[src/rtl/pc_seq_pkg.sv]
// Shared types and constants for the fetch/PC sequencer.
// The target calculator consumes the redirect request struct.
package pc_seq_pkg;

    typedef enum logic [1:0] {
        BOOT  = 2'd0,
        FETCH = 2'd1,
        HALT  = 2'd2
    } seq_state_e;

    localparam logic [31:0] DEF_RESET_VECTOR = 32'h0000_0000;
    localparam logic [31:0] DEF_EXC_VECTOR   = 32'h0000_0180;
    localparam logic [31:0] PC_INC           = 32'd4;

    typedef struct packed {
        logic        exc;
        logic        eret;
        logic        jr;
        logic [31:0] jr_target;
        logic        jump;
        logic [25:0] jump_idx;
        logic        branch_taken;
        logic [31:0] branch_off;
    } redirect_req_t;

endpackage

[src/rtl/pc_target_calc.sv]
// Pure combinational next-PC target selection.
// Sources are prioritised: exception, misaligned jr, eret, jr, jump, branch, then pc+4.
module pc_target_calc
    import pc_seq_pkg::*;
#(
    parameter logic [31:0] EXC_VECTOR = DEF_EXC_VECTOR
) (
    input  logic [31:0]   pc,
    input  redirect_req_t req,
    input  logic [31:0]   epc,
    output logic [31:0]   target,
    output logic          jr_misalign
);

    logic [31:0] pc4;
    logic [31:0] br_target;
    logic [31:0] jmp_target;

    assign pc4        = pc + PC_INC;
    assign br_target  = pc4 + (req.branch_off << 2);
    assign jmp_target = {pc4[31:28], req.jump_idx, 2'b00};
    // Only a jr that is actually selected can fault; the caller gates with retire.
    assign jr_misalign = req.jr & (|req.jr_target[1:0]);

    always_comb begin
        target = pc4;
        if (req.exc || jr_misalign)
            target = EXC_VECTOR;
        else if (req.eret)
            target = epc;
        else if (req.jr)
            target = req.jr_target;
        else if (req.jump)
            target = jmp_target;
        else if (req.branch_taken)
            target = br_target;
    end

endmodule

[src/rtl/pc_sequencer.sv]
// Fetch/PC controller: drives next_PC, the imem handshake, redirects,
// exceptions with EPC, halt and the retired-instruction counter.
module pc_sequencer
    import pc_seq_pkg::*;
#(
    parameter logic [31:0] RESET_VECTOR = DEF_RESET_VECTOR,
    parameter logic [31:0] EXC_VECTOR   = DEF_EXC_VECTOR
) (
    input  logic        clock,
    input  logic        reset,
    input  logic [31:0] pc_i,
    output logic [31:0] next_pc_o,
    output logic        imem_req_o,
    input  logic        imem_ack_i,
    input  logic        stall_i,
    input  logic        branch_taken_i,
    input  logic [31:0] branch_off_i,
    input  logic        jump_i,
    input  logic [25:0] jump_idx_i,
    input  logic        jr_i,
    input  logic [31:0] jr_target_i,
    input  logic        exc_i,
    input  logic        eret_i,
    input  logic        halt_i,
    output logic        instr_valid_o,
    output logic [31:0] epc_o,
    output logic        misalign_o,
    output logic        halted_o,
    output logic [31:0] instret_o
);

    seq_state_e    state_q, state_d;
    redirect_req_t req;
    logic [31:0]   target;
    logic          jr_misalign;
    logic          retire;
    logic          decide;
    logic          mis_fire;
    logic          take_exc;

    assign req = '{
        exc:          exc_i,
        eret:         eret_i,
        jr:           jr_i,
        jr_target:    jr_target_i,
        jump:         jump_i,
        jump_idx:     jump_idx_i,
        branch_taken: branch_taken_i,
        branch_off:   branch_off_i
    };

    pc_target_calc #(.EXC_VECTOR(EXC_VECTOR)) u_calc (
        .pc          (pc_i),
        .req         (req),
        .epc         (epc_o),
        .target      (target),
        .jr_misalign (jr_misalign)
    );

    // A misaligned jr still retires (it was fetched and accepted) but vectors to the handler.
    assign retire   = (state_q == FETCH) & imem_ack_i & ~stall_i & ~exc_i;
    assign decide   = retire | (exc_i & (state_q != BOOT));
    assign mis_fire = retire & jr_misalign;
    assign take_exc = decide & (exc_i | mis_fire);

    always_ff @(posedge clock or negedge reset) begin
        if (!reset)
            state_q <= BOOT;
        else
            state_q <= state_d;
    end

    always_comb begin
        state_d = state_q;
        case (state_q)
            BOOT:    state_d = FETCH;
            FETCH:   if (retire && halt_i) state_d = HALT;
            HALT:    if (exc_i) state_d = FETCH;
            default: state_d = BOOT;
        endcase
    end

    always_comb begin
        imem_req_o    = 1'b0;
        instr_valid_o = 1'b0;
        halted_o      = 1'b0;
        next_pc_o     = pc_i;
        if (!reset || state_q == BOOT) begin
            next_pc_o = RESET_VECTOR;
        end else begin
            imem_req_o    = (state_q == FETCH);
            instr_valid_o = retire;
            halted_o      = (state_q == HALT);
            if (decide)
                next_pc_o = target;
        end
    end

    always_ff @(posedge clock or negedge reset) begin
        if (!reset) begin
            epc_o      <= '0;
            misalign_o <= 1'b0;
            instret_o  <= '0;
        end else begin
            if (take_exc)
                epc_o <= pc_i;
            if (mis_fire)
                misalign_o <= 1'b1;
            if (retire)
                instret_o <= instret_o + 32'd1;
        end
    end

endmodule
[config.mk]
export PLATFORM = sky130hd
export DESIGN_NAME = pc_sequencer
export DESIGN_NICKNAME = d
export VERILOG_FILES = /design/src/rtl/pc_seq_pkg.sv /design/src/rtl/pc_target_calc.sv /design/src/rtl/pc_sequencer.sv
export SDC_FILE = /design/constraint.sdc
export NUM_CORES = 1
export LEC_CHECK = 0
export ABC_CLOCK_PERIOD_IN_PS = 8400
export CORE_UTILIZATION = 48
export CTS_BUF_LIST = sky130_fd_sc_hd__clkbuf_16
export DETAILED_ROUTE_END_ITERATION = 10
export GPL_TIMING_DRIVEN = 0
export PLACE_DENSITY = 0.85
export SLEW_MARGIN = 15
export SYNTH_ARGS = -nofsm -noshare
export SYNTH_HDL_FRONTEND = slang
export SYNTH_SLANG_ARGS = --single-unit
export TNS_END_PERCENT = 50
[constraint.sdc]
create_clock -name clock -period 8.4 [get_ports clock]
set_clock_uncertainty 0.1 [all_clocks]
set_input_delay 1.68 -clock clock [delete_from_list [all_inputs] [get_ports clock]]
set_output_delay 1.68 -clock clock [all_outputs]
set_load 0.01 [all_outputs]
; Word-level counts from Yosys, hierarchy flattened
; Index checks and enable logic that the tools add are counted.
[totals]
ff_bits = 67
inputBits = 132
output_inout_bits = 100
wordCells = 43
[classes]
add_sub_neg = 3
eq_ne = 4
muxes = 13
n_bitwise = 11
reduce_logical = 8
[ops]
columns = cell, count
row1 = 32-bit 2-to-1 mux, 7
row2 = "32-bit by 1-bit adder with 32-bit output, second input constant", 1
row3 = "32-bit by 3-bit adder with 32-bit output, second input constant", 1
row4 = 32-bit adder, 1
row5 = 1-bit bitwise AND, 7
row6 = 2-bit one-hot mux with 3 select lines, 1
row7 = 2-bit 2-to-1 mux, 2
row8 = 1-bit 2-to-1 mux, 3
row9 = "2-bit by 1-bit equality test with 1-bit output, second input constant", 1
row10 = "2-bit equality test, second input constant", 1
row11 = 2-bit zero test, 1
row12 = 1-bit logical OR, 2
row13 = "2-bit by 1-bit != test with 1-bit output, second input constant", 1
row14 = "2-bit != test, second input constant", 1
row15 = 1-bit inverter, 2
row16 = 1-bit OR, 2
row17 = 2-bit AND reduction, 1
row18 = 2-bit nonzero test, 1
row19 = 2-bit OR reduction, 1
row20 = 1-bit logical AND, 1
row21 = 1-bit zero test, 1

; Logic depth before layout (Yosys ltp)
; Gate-level depths: netlist of run 1.
[logic_depth]
depth_word = 9
depth_mapped = 17
ltp_nobuf = 14

; By module
; From an unflattened synthesis of run 1, not the netlist that was laid out.
[unflattened]
cells_unflattened = 876
area_unflattened_um2 = 6884.1
[modules_own_cells]
columns = module, instances, cells_per_inst, area_each_um2, seq_area_each_um2
row1 = pc_target_calc, 1, 549, 3529.6, 0.0
row2 = pc_sequencer, 1, 327, 3354.5, 1676.6

; Worst setup path before layout of run 1
; OpenSTA, ideal clock, no wires.
[synth_path]
kind = input to output
from = input pc_i[4]
to = output next_pc_o[29]
arrival_ns = 4.740
t_required_ns = 6.620
slack_ns = 1.880
cell_stages = 17
n_path_buf = 3
path_cell_list = buf_4 and4_1 and3_1 clkbuf_1 nand2_1 nor2_1 xnor2_1 ha_1 clkbuf_1 a21oi_1 o21ai_0 a21o_1 a21o_1 a21o_1 a32oi_1 mux2_2 a31oi_1
[synth_via]
elab_chain_len = 9
[synth_rtl]
columns = element, line_no
row1 = "start, declared", pc_sequencer.sv:11  ; input logic [31:0] pc_i,
row2 = 32-bit by 3-bit adder with 32-bit output (*), pc_target_calc.sv:19  ; assign pc4 = pc + PC_INC;
row3 = 32-bit adder, pc_target_calc.sv:20  ; assign br_target = pc4 + (req.branch_off << 2);
row4 = 32-bit 2-to-1 mux, pc_target_calc.sv:35  ; else if (req.branch_taken)
row5 = 32-bit 2-to-1 mux (*), pc_target_calc.sv:33  ; else if (req.jump)
row6 = 32-bit 2-to-1 mux (*), pc_target_calc.sv:31  ; else if (req.jr)
row7 = 32-bit 2-to-1 mux (*), pc_target_calc.sv:29  ; else if (req.eret)
row8 = 32-bit 2-to-1 mux (*), pc_target_calc.sv:27  ; if (req.exc || jr_misalign)
row9 = 32-bit 2-to-1 mux (*), pc_sequencer.sv:94  ; if (decide)
row10 = 32-bit 2-to-1 mux (*), pc_sequencer.sv:88  ; if (!reset || state_q == BOOT) begin
row11 = "end, declared", pc_sequencer.sv:12  ; output logic [31:0] next_pc_o,
; Mark *: on every way between the ends. The rest lies on a longest branch, timed or not.

; Final worst setup path of run 1
[layout_path]
from = input pc_i[2]
to = output next_pc_o[24]
[layout_via]
elab_chain_len = 9
[layout_rtl]
columns = element, line_no
row1 = 32-bit by 3-bit adder with 32-bit output (*), pc_target_calc.sv:19
row2 = 32-bit adder, pc_target_calc.sv:20
row3 = 32-bit 2-to-1 mux (*), pc_target_calc.sv:35
row4 = 32-bit 2-to-1 mux (*), pc_target_calc.sv:33
row5 = 32-bit 2-to-1 mux (*), pc_target_calc.sv:31
row6 = 32-bit 2-to-1 mux (*), pc_target_calc.sv:29
row7 = 32-bit 2-to-1 mux (*), pc_target_calc.sv:27
row8 = 32-bit 2-to-1 mux (*), pc_sequencer.sv:94
row9 = 32-bit 2-to-1 mux (*), pc_sequencer.sv:88
; Marked as above.

==> summary.log, run 1 <==
[clock_network] clock tree from TritonCTS done
[synth] synthesis-stage register bit count 67
[synth] count of cell types in the netlist 79
[clock_network] number of sinks driven by the clock tree 67
[synth] post-synthesis cell count 804
[synth] largest family of logic cells by synthesized area compound AO/OA/AOI/OAI gates
[clock_network] Root Buffer sky130_fd_sc_hd__clkbuf_16
[power_and_ir_drop] cell internal power dissipation 0.864 mW
[power_and_ir_drop] Sw Ratio 35.1%
[timing] max frequency 0.122 GHz
[timing] Final Hold Violating Endpoints 0
[worst_setup_path] element type at the critical path end output port
[layout] nets@finish 1205
[timing] Final Slew Violations 0
[detailed_routing] total iterations of the first detailed-routing run 8
[detailed_routing] per-cell via count in the routed design 6.23
[min_path] HP Start misalign_o$_DFFE_PN0P_
[clock_network] number of cells upsized or downsized after cts 0
[floorplanning] Die Width 119 um
[layout] number of fillers in the final layout 1078
[synth] post-synthesis average cell area 8.19 um^2
[detailed_routing] antenna violation net count after detailed routing 0
[placed_design] estimated wirelength of the detail-placed design 19800 um
[worst_setup_path] length in cells of the worst reg-to-reg path 9
[placed_design] Routability Congestion 0.995
[detailed_routing] Total Routed Length 26100 um
[synth] area share of and/or/nand/nor cells after synthesis 21.4%
[placed_design] number of I/O port buffers 222
[clock_network] Clock Path Buffers 2
[synth] most common cell in the netlist sky130_fd_sc_hd__nand2_1
[floorplanning] overall die height 119 um
[synth] synth warn 0
[placed_design] Area after DPL 0.00905 mm^2
[power_and_ir_drop] leakage power total 3.84 nW
[worst_setup_path] endpoint required time on the critical path 6.62 ns
[worst_setup_path] classification of the worst setup path in -> out
[synth] fraction of the yosys area taken by sequential cells 25.5%
[synth] post-synthesis cell type with the largest combined area sky130_fd_sc_hd__dfrtp_1
[detailed_routing] Routed WL per cell 21.4 um
[timing] post-route fraction of the period consumed by the critical path 97.7%
[run_status] result of the run complete, no violations
[timing] unrepaired setup endpoints after global routing no
[synth] summed instance area of the synthesized netlist 0.00658 mm^2
[grt] total overflow reported by the global router 0
[clock_network] CTS Hold Bufs 0
[worst_setup_path] origin of the critical flop-to-flop path state_q[1]$_DFFE_PN0P_
[synth] area share of the largest cell type after synthesis 25.5%
[clock_network] number of buffers added by the clock tree synthesis step 9
[min_path] class of the worst hold path reg -> reg
[power_and_ir_drop] P_sw 0.467 mW
[flow_run] maximum capacitance violations 0
[worst_setup_path] startpoint class of the critical path input port
[synth] cells taking the most area after synthesis sky130_fd_sc_hd__dfrtp_1 25%, sky130_fd_sc_hd__xnor2_1 7.2%, sky130_fd_sc_hd__ha_1 6.7%
[synth] Synth Area in Compound Gates 25.2%
[placed_design] DP Worst Slack 0.0152 ns
[placed_design] total placed cells including tap cells 1203
[synth] adder-cell share of the synthesized area 6.96%
[timing] post-route minimum period 8.20 ns
[worst_setup_path] crit path max fanout 8
[synth] number of enable flip-flop cells after synthesis 0
[clock_network] CTS H-tree lvls 3
[power_and_ir_drop] combinational share of power 40.1%
[min_path] capture endpoint of the worst hold path misalign_o$_DFFE_PN0P_
[worst_setup_path] peak per-stage delay on the critical path 0.67 ns
[worst_setup_path] slowest library cell on the worst path sky130_fd_sc_hd__clkdlybuf4s50_1
[synth] post-synthesis xor/xnor area fraction 10.1%
[worst_setup_path] flop2flop setup slack 5.65 ns
[grt] pin count of the biggest net entering global routing 60
[timing] endpoints failing setup 0
[power_and_ir_drop] Reg power frac 30.1%
[power_and_ir_drop] power density normalized to cell area 142 mW/mm^2
[worst_setup_path] data arrival time of the worst path 6.42 ns
[timing] Final Worst Setup Slack 0.196 ns
[detailed_routing] number of violations reported at the end of detailed-routing iteration 0 717
[power_and_ir_drop] maximum resistive drop on vdd 0.128 mV
[synth] Async SR Flop Fraction 100%
[floorplanning] initial core utilization 49.5%
[min_path] number of cells traversed by the worst hold path 1
[grt] global-route wire length before repair 40200 um
[layout] Antenna Diode Count 0
[layout] fraction of final layout cells sized beyond drive strength 1 8.35%
[grt] GRT Total Usage 36.9%
[synth] nets in the synthesized netlist 972
[synth] list of most frequent post-synthesis cells 82 x sky130_fd_sc_hd__nand2_1, 75 x sky130_fd_sc_hd__nor2_1, 67 x sky130_fd_sc_hd__dfrtp_1
[layout] Layout area overhead 42.6%
[detailed_routing] Via Count 7588
[grt] number of antenna violations at the first check in global routing 0
[clock_network] Skew-Pair Late Insertion Delay 0.34 ns
[synth] predominant post-synthesis flop cell sky130_fd_sc_hd__dfrtp_1
[floorplanning] site row count 42
[layout] post-route insts no fill 1218
[floorplanning] core outline area 0.0133 mm^2
[clock_network] clock input transition at the sequential cells of the worst setup and hold paths 0.06 ns
[floorplanning] die footprint 0.0142 mm^2
[floorplanning] number of ports placed on the die boundary 232
[clock_network] count of buffers added by post-CTS timing repair for setup 0
[timing] Max-slew headroom 36.6%
[detailed_routing] remaining design rule violation count 0
[grt] number of global-route vias before repair 7491
[worst_setup_path] Crit Reg-Reg Endpoint instret_o[28]$_DFFE_PN0P_
[timing] slew of the pin with the lowest slew margin 0.946 ns
[layout] final core occ 70.6%
[power_and_ir_drop] clock power share 29.8%
[worst_setup_path] CP Cell Sequence clkdlybuf4s50_1 -> ha_1 -> and3_2 -> nand4_1 -> xnor2_1 -> ha_1 -> nand2_1 -> a2111oi_0 -> o31a_1 -> or2_4 -> a211oi_2 -> o311ai_0 -> xnor2_1 -> a21oi_1 -> clkdlybuf4s50_1
[synth] mux share of post-synthesis cell area 6.25%
[layout] cell area after layout 0.00939 mm^2
==> power by group through the flow <==
stage | Clock [mW] | Sequential [mW] | Combinational [mW]
finish | 0.396 | 0.401 | 0.535
detailed placement | 0 | 0.405 | 0.519
global route | 0.416 | 0.406 | 0.570
floorplan | 0 | 0.415 | 0.247
global placement | 0 | 0.403 | 0.513
CTS | 0.401 | 0.400 | 0.523
==> placed cells by master, fill, tap and decap left out, types with 4 or more instances in the layout <==
| cell type | netlist | routed |
|---|---|---|
| sky130_fd_sc_hd__dfrtp_1 | 67 | 67 |
| sky130_fd_sc_hd__a211oi_1 | 16 | 16 |
| sky130_fd_sc_hd__and4_1 | 9 | 9 |
| sky130_fd_sc_hd__mux2_2 | 33 | 33 |
| sky130_fd_sc_hd__o221ai_1 | 6 | 6 |
| sky130_fd_sc_hd__a22oi_1 | 13 | 13 |
| sky130_fd_sc_hd__a222oi_1 | 10 | 10 |
| sky130_fd_sc_hd__xnor2_1 | 54 | 53 |
| sky130_fd_sc_hd__and3_1 | 19 | 18 |
| sky130_fd_sc_hd__nor2b_1 | 5 | 5 |
| sky130_fd_sc_hd__nand4_1 | 12 | 12 |
| sky130_fd_sc_hd__clkbuf_16 | 0 | 9 |
| sky130_fd_sc_hd__clkbuf_1 | 31 | 30 |
| sky130_fd_sc_hd__xor2_1 | 20 | 20 |
| sky130_fd_sc_hd__ha_1 | 35 | 35 |
| sky130_fd_sc_hd__o211a_1 | 8 | 8 |
| sky130_fd_sc_hd__inv_1 | 24 | 24 |
| sky130_fd_sc_hd__nand3_1 | 38 | 38 |
| sky130_fd_sc_hd__and2_1 | 6 | 6 |
| sky130_fd_sc_hd__clkdlybuf4s50_1 | 0 | 221 |
| sky130_fd_sc_hd__a21oi_1 | 45 | 45 |
| sky130_fd_sc_hd__a21o_1 | 11 | 11 |
| sky130_fd_sc_hd__nor3_1 | 14 | 13 |
| sky130_fd_sc_hd__mux2i_1 | 4 | 4 |
| sky130_fd_sc_hd__a2111oi_0 | 5 | 5 |
| sky130_fd_sc_hd__a31oi_1 | 9 | 9 |
| sky130_fd_sc_hd__o22ai_1 | 8 | 8 |
| sky130_fd_sc_hd__o21ai_0 | 51 | 51 |
| sky130_fd_sc_hd__o31ai_1 | 7 | 6 |
| sky130_fd_sc_hd__nand2_1 | 82 | 82 |
| sky130_fd_sc_hd__o21a_1 | 7 | 7 |
| sky130_fd_sc_hd__o211ai_1 | 5 | 5 |
| sky130_fd_sc_hd__clkbuf_8 | 4 | 4 |
| sky130_fd_sc_hd__nor2_1 | 75 | 75 |
==> cell type report <==
| cell class | count | area [um^2] | area share, % |
|---|---|---|---|
| clock inverters | 7 | 77.6 | 0.827 |
| clock buffers | 9 | 225 | 2.40 |
| multi-input cells | 672 | 4640 | 49.4 |
| well taps | 176 | 220 | 2.35 |
| plain buffers | 40 | 213 | 2.27 |
| inverters | 24 | 90.1 | 0.960 |
| flip-flops and latches | 67 | 1680 | 17.9 |
| repair buffers | 223 | 2250 | 23.9 |
==> worst max-delay path, delay by kind of cell <==
kind / cells / cell delay (ns)
xor gates and xnor gates: 2 / 0.40
buffers and inverters: 2 / 1.25
and+or+nand+nor: 4 / 0.79
AOI/OAI and AO/OA: 5 / 1.53
adders and majority gates: 2 / 0.74
==> per-stage QoR <==
step	power, mW	setup TNS [ns]	hold slack, ns
floorplan	0.662	0	0.392
global placement	0.916	-21.88	0.360
detailed placement	0.924	0	0.365
CTS	1.32	0	0.382
global route	1.39	0	0.400
finish	1.33	0	0.381
==> layer usage <==
metal	global-route usage, %	up-vias	wire [um]
met4	15.7	0	926
met1	47.0	3575	10500
met2	59.7	488	11900
li1	-	3453	-
met3	8.38	72	2790
met5	0	-	0
==> logic make-up after synthesis <==
kind of cell               count (synthesis)
AOI/OAI and AO/OA                        238
and+or+nand+nor                          286
adders and majority gates                 36
DFF                                       67
muxes                                     37
xor gates and xnor gates                  75
buffers and inverters                     65
==> worst max-delay path by stage <==
stage,startpoint,end,slack [ns]
6_report,pc_i[2],next_pc_o[24],0.20
5_1_grt,pc_i[2],next_pc_o[29],0.06
4_1_cts,pc_i[2],next_pc_o[30],0.01
3_5_place_dp,pc_i[2],next_pc_o[30],0.02
3_3_place_gp,reset,next_pc_o[30],-1.44
2_1_floorplan,pc_i[4],next_pc_o[29],1.88
==> registers in the layout, indices dropped and copies added (netlist names) <==
register,count
epc_o,32
instret_o,32
state_q,2
misalign_o,1
(Power assumes the default switching activity.)
==> run 2, diff against run 1 <==
--- a/config.mk
+++ b/config.mk
@@ -7,11 +7,11 @@
 export LEC_CHECK = 0
 export ABC_CLOCK_PERIOD_IN_PS = 8400
 export CORE_UTILIZATION = 48
-export CTS_BUF_LIST = sky130_fd_sc_hd__clkbuf_16
 export DETAILED_ROUTE_END_ITERATION = 10
+export GPL_ROUTABILITY_DRIVEN = 1
 export GPL_TIMING_DRIVEN = 0
 export PLACE_DENSITY = 0.85
-export SLEW_MARGIN = 15
+export SLEW_MARGIN = 10
 export SYNTH_ARGS = -nofsm -noshare
 export SYNTH_HDL_FRONTEND = slang
 export SYNTH_SLANG_ARGS = --single-unit
==> results of run 2 <==
Same layout as run 1: the final DEF is identical, and so are final timing and power.
==> run 3, diff against run 2 <==
--- a/config.mk
+++ b/config.mk
@@ -7,10 +7,11 @@
 export LEC_CHECK = 0
 export ABC_CLOCK_PERIOD_IN_PS = 8400
 export CORE_UTILIZATION = 48
+export CTS_BUF_LIST = sky130_fd_sc_hd__clkbuf_16
 export DETAILED_ROUTE_END_ITERATION = 10
 export GPL_ROUTABILITY_DRIVEN = 1
 export GPL_TIMING_DRIVEN = 0
-export PLACE_DENSITY = 0.85
+export PLACE_DENSITY = 0.84
 export SLEW_MARGIN = 10
 export SYNTH_ARGS = -nofsm -noshare
 export SYNTH_HDL_FRONTEND = slang
==> summary.log, run 3 (synthesis gave the netlist of run 1 again) <==
[power_and_ir_drop] P_sw 0.481 mW [+2.9%]
[detailed_routing] Total Routed Length 25900 um [-0.56%]
[timing] post-route minimum period 8.15 ns [-0.0495 ns]
[grt] number of antenna violations at the first check in global routing 1 [+1]
[power_and_ir_drop] leakage power total 3.83 nW [-0.13%]
[placed_design] total placed cells including tap cells 1203 [unchanged]
[clock_network] clock input transition at the sequential cells of the worst setup and hold paths 0.06 ns [about the same]
[clock_network] CTS Hold Bufs 0 [unchanged]
[clock_network] clock tree from TritonCTS done
[clock_network] number of buffers added by the clock tree synthesis step 9 [unchanged]
[floorplanning] core outline area 0.0133 mm^2 [unchanged]
[timing] post-route fraction of the period consumed by the critical path 97.1% [-0.59 points]
[power_and_ir_drop] Sw Ratio 35.7% [+0.59 points]
[layout] leading registers by flop count epc_o x32, instret_o x32, state_q x2
[layout] fraction of final layout cells sized beyond drive strength 1 8.35% [unchanged]
[timing] Final Slew Violations 0 [unchanged]
[detailed_routing] per-cell via count in the routed design 6.23 [about the same]
[worst_setup_path] crit path max fanout 8 [unchanged]
[worst_setup_path] classification of the worst setup path in -> out
[worst_setup_path] startpoint class of the critical path input port
[floorplanning] initial core utilization 49.5% [unchanged]
[flow_run] maximum capacitance violations 0 [unchanged]
[layout] nets@finish 1205 [unchanged]
[clock_network] number of sinks driven by the clock tree 67 [unchanged]
[detailed_routing] antenna violation net count after detailed routing 0 [unchanged]
[detailed_routing] Routed WL per cell 21.3 um [-0.64%]
[floorplanning] die footprint 0.0142 mm^2 [unchanged]
[run_status] result of the run complete, no violations
[placed_design] Routability Congestion 0.965 [-3.0%]
[timing] Total Neg Setup Slack 0 ns [unchanged]
[detailed_routing] total iterations of the first detailed-routing run 5 [-3]
[worst_setup_path] data arrival time of the worst path 6.37 ns [-0.05 ns]
[layout] commonest cells after routing, fill and taps aside 221 x sky130_fd_sc_hd__clkdlybuf4s50_1, 82 x sky130_fd_sc_hd__nand2_1, 75 x sky130_fd_sc_hd__nor2_1
[placed_design] number of I/O port buffers 222 [unchanged]
[clock_network] CTS H-tree lvls 3 [unchanged]
[grt] global-route wire length before repair 39800 um [-1.1%]
[detailed_routing] Via Count 7596 [+0.11%]
[floorplanning] site row count 42 [unchanged]
[layout] Layout area overhead 42.6% [about the same]
[timing] Max-slew headroom 32.7% [-3.9 points]
[worst_setup_path] element type at the critical path end output port
[timing] max frequency 0.123 GHz [+0.61%]
[power_and_ir_drop] Tot Pwr 1.35 mW [+1.2%]
[grt] pin count of the biggest net entering global routing 57 [-5.0%]
[layout] most common library cell in the layout ignoring fill and taps sky130_fd_sc_hd__clkdlybuf4s50_1
[worst_setup_path] endpoint required time on the critical path 6.62 ns [about the same]
[grt] total overflow reported by the global router 0 [unchanged]
[clock_network] Skew-Pair Late Insertion Delay 0.35 ns [about the same]
[detailed_routing] number of violations reported at the end of detailed-routing iteration 0 973 [+36%]
[grt] number of global-route vias before repair 7384 [-1.4%]
[power_and_ir_drop] cell internal power dissipation 0.867 mW [+0.30%]
[floorplanning] number of ports placed on the die boundary 232 [unchanged]
[detailed_routing] remaining design rule violation count 0 [unchanged]
[grt] GRT Total Usage 36.6% [-0.31 points]
[timing] slew of the pin with the lowest slew margin 1.00 ns [+0.0582 ns]
[timing] endpoints failing setup 0 [unchanged]
[layout] post-route insts no fill 1219 [+0.082%]
[power_and_ir_drop] maximum resistive drop on vdd 0.171 mV [+33%]
[floorplanning] overall die height 119 um [unchanged]
[placed_design] estimated wirelength of the detail-placed design 19700 um [-0.48%]
[clock_network] Root Buffer sky130_fd_sc_hd__clkbuf_16
[power_and_ir_drop] clock power share 30.6% [+0.8 points]
[power_and_ir_drop] power density normalized to cell area 144 mW/mm^2 [+1.2%]
[min_path] class of the worst hold path reg -> reg
[floorplanning] Die Width 119 um [unchanged]
[timing] Final Hold Violating Endpoints 0 [unchanged]
[layout] final core occ 70.6% [about the same]
[timing] unrepaired setup endpoints after global routing no
[power_and_ir_drop] Reg power frac 29.7% [-0.4 points]
[power_and_ir_drop] combinational share of power 39.7% [-0.4 points]
[timing] Min Hold Slack 0.389 ns [+0.00840 ns]
[clock_network] Clock Path Buffers 2 [unchanged]
## run 3: changes by cell type in the layout (fill, tap and decap cells not counted)
| cell | delta |
|---|---|
| sky130_fd_sc_hd__inv_6 | +3 |
| sky130_fd_sc_hd__o41ai_2 | +1 |
| sky130_fd_sc_hd__clkinv_4 | -2 |
| sky130_fd_sc_hd__clkinvlp_4 | +1 |
| sky130_fd_sc_hd__o41ai_4 | -1 |
| sky130_fd_sc_hd__clkinv_2 | -2 |
| sky130_fd_sc_hd__diode_2 | +1 |
## run 3: cell type report
| class | instances | area (um^2) |
|---|---|---|
| multi-input combinational | 672 | 4620 |
| fill | 1123 | 3910 |
| timing repair buffer | 223 | 2250 |
| sequential | 67 | 1680 |
| clock buffer | 9 | 225 |
| tap | 176 | 220 |
| buffer | 40 | 213 |
| inverter | 24 | 90.1 |
| clock inverter | 7 | 83.8 |
| antenna | 1 | 2.50 |
## run 3: per-layer routing
layer	vias up	global-route usage [%]	part of all wire [%]
met1	3582	47.0	40
met5	-	0	0
met3	100	7.38	10
met4	0	19.5	4.9
li1	3466	-	-
met2	448	57.6	45
## run 3: worst max-delay path, cell delays in order
cell	delay [ns]
sky130_fd_sc_hd__clkdlybuf4s50_1	0.63
sky130_fd_sc_hd__nand4_1	0.26
sky130_fd_sc_hd__or4_4	0.64
sky130_fd_sc_hd__nor3_2	0.23
sky130_fd_sc_hd__nand4_1	0.15
sky130_fd_sc_hd__xnor2_1	0.38
sky130_fd_sc_hd__ha_1	0.42
sky130_fd_sc_hd__and4_1	0.28
sky130_fd_sc_hd__nand3_1	0.14
sky130_fd_sc_hd__or2_1	0.11
sky130_fd_sc_hd__o22ai_1	0.07
sky130_fd_sc_hd__nor2_1	0.25
sky130_fd_sc_hd__a21oi_1	0.10
sky130_fd_sc_hd__nand4b_1	0.19
sky130_fd_sc_hd__o21ai_1	0.25
sky130_fd_sc_hd__clkdlybuf4s50_1	0.59
## run 3: repair_timing
action | in CTS | in global routing
endpoints found under the hold margin | 0 | 0
setup buffers | 0 | 0
endpoints found under the setup margin | 0 | 11
gates resized for setup | 0 | 4
## run 3: power by group through the flow
stage	clock (mW)	combinational, mW	sequential (mW)
after floorplan	0	0.247	0.415
after global placement	0	0.514	0.403
after detailed placement	0	0.521	0.404
after CTS	0.414	0.525	0.399
after global routing	0.428	0.570	0.405
final	0.412	0.535	0.400
## run 3: worst paths after layout
| check | startpoint | endpoint | slack (ns) | cells past startpoint |
|---|---|---|---|---|
| hold reg to reg | instret_o[19]$_DFFE_PN0P_ | instret_o[19]$_DFFE_PN0P_ | 0.39 | 1 |
| min in group asynchronous | reset | epc_o[19]$_DFFE_PN0P_ | 1.10 | 1 |
| max in group asynchronous | reset | epc_o[13]$_DFFE_PN0P_ | 6.52 | 2 |
| hold / removal | instret_o[19]$_DFFE_PN0P_ | instret_o[19]$_DFFE_PN0P_ | 0.39 | 1 |
| setup reg to reg | state_q[1]$_DFFE_PN0P_ | instret_o[28]$_DFFE_PN0P_ | 5.71 | 9 |
| setup / recovery | pc_i[7] | next_pc_o[31] | 0.25 | 16 |
## run 3: stage by stage
step	setup WS [ns]	area [um^2]
floorplan	1.88	6580
global placement	-1.47	9020
detailed placement	0.110	9050
finish	0.246	9380
global route	0.0216	9380
CTS	0.0836	9360
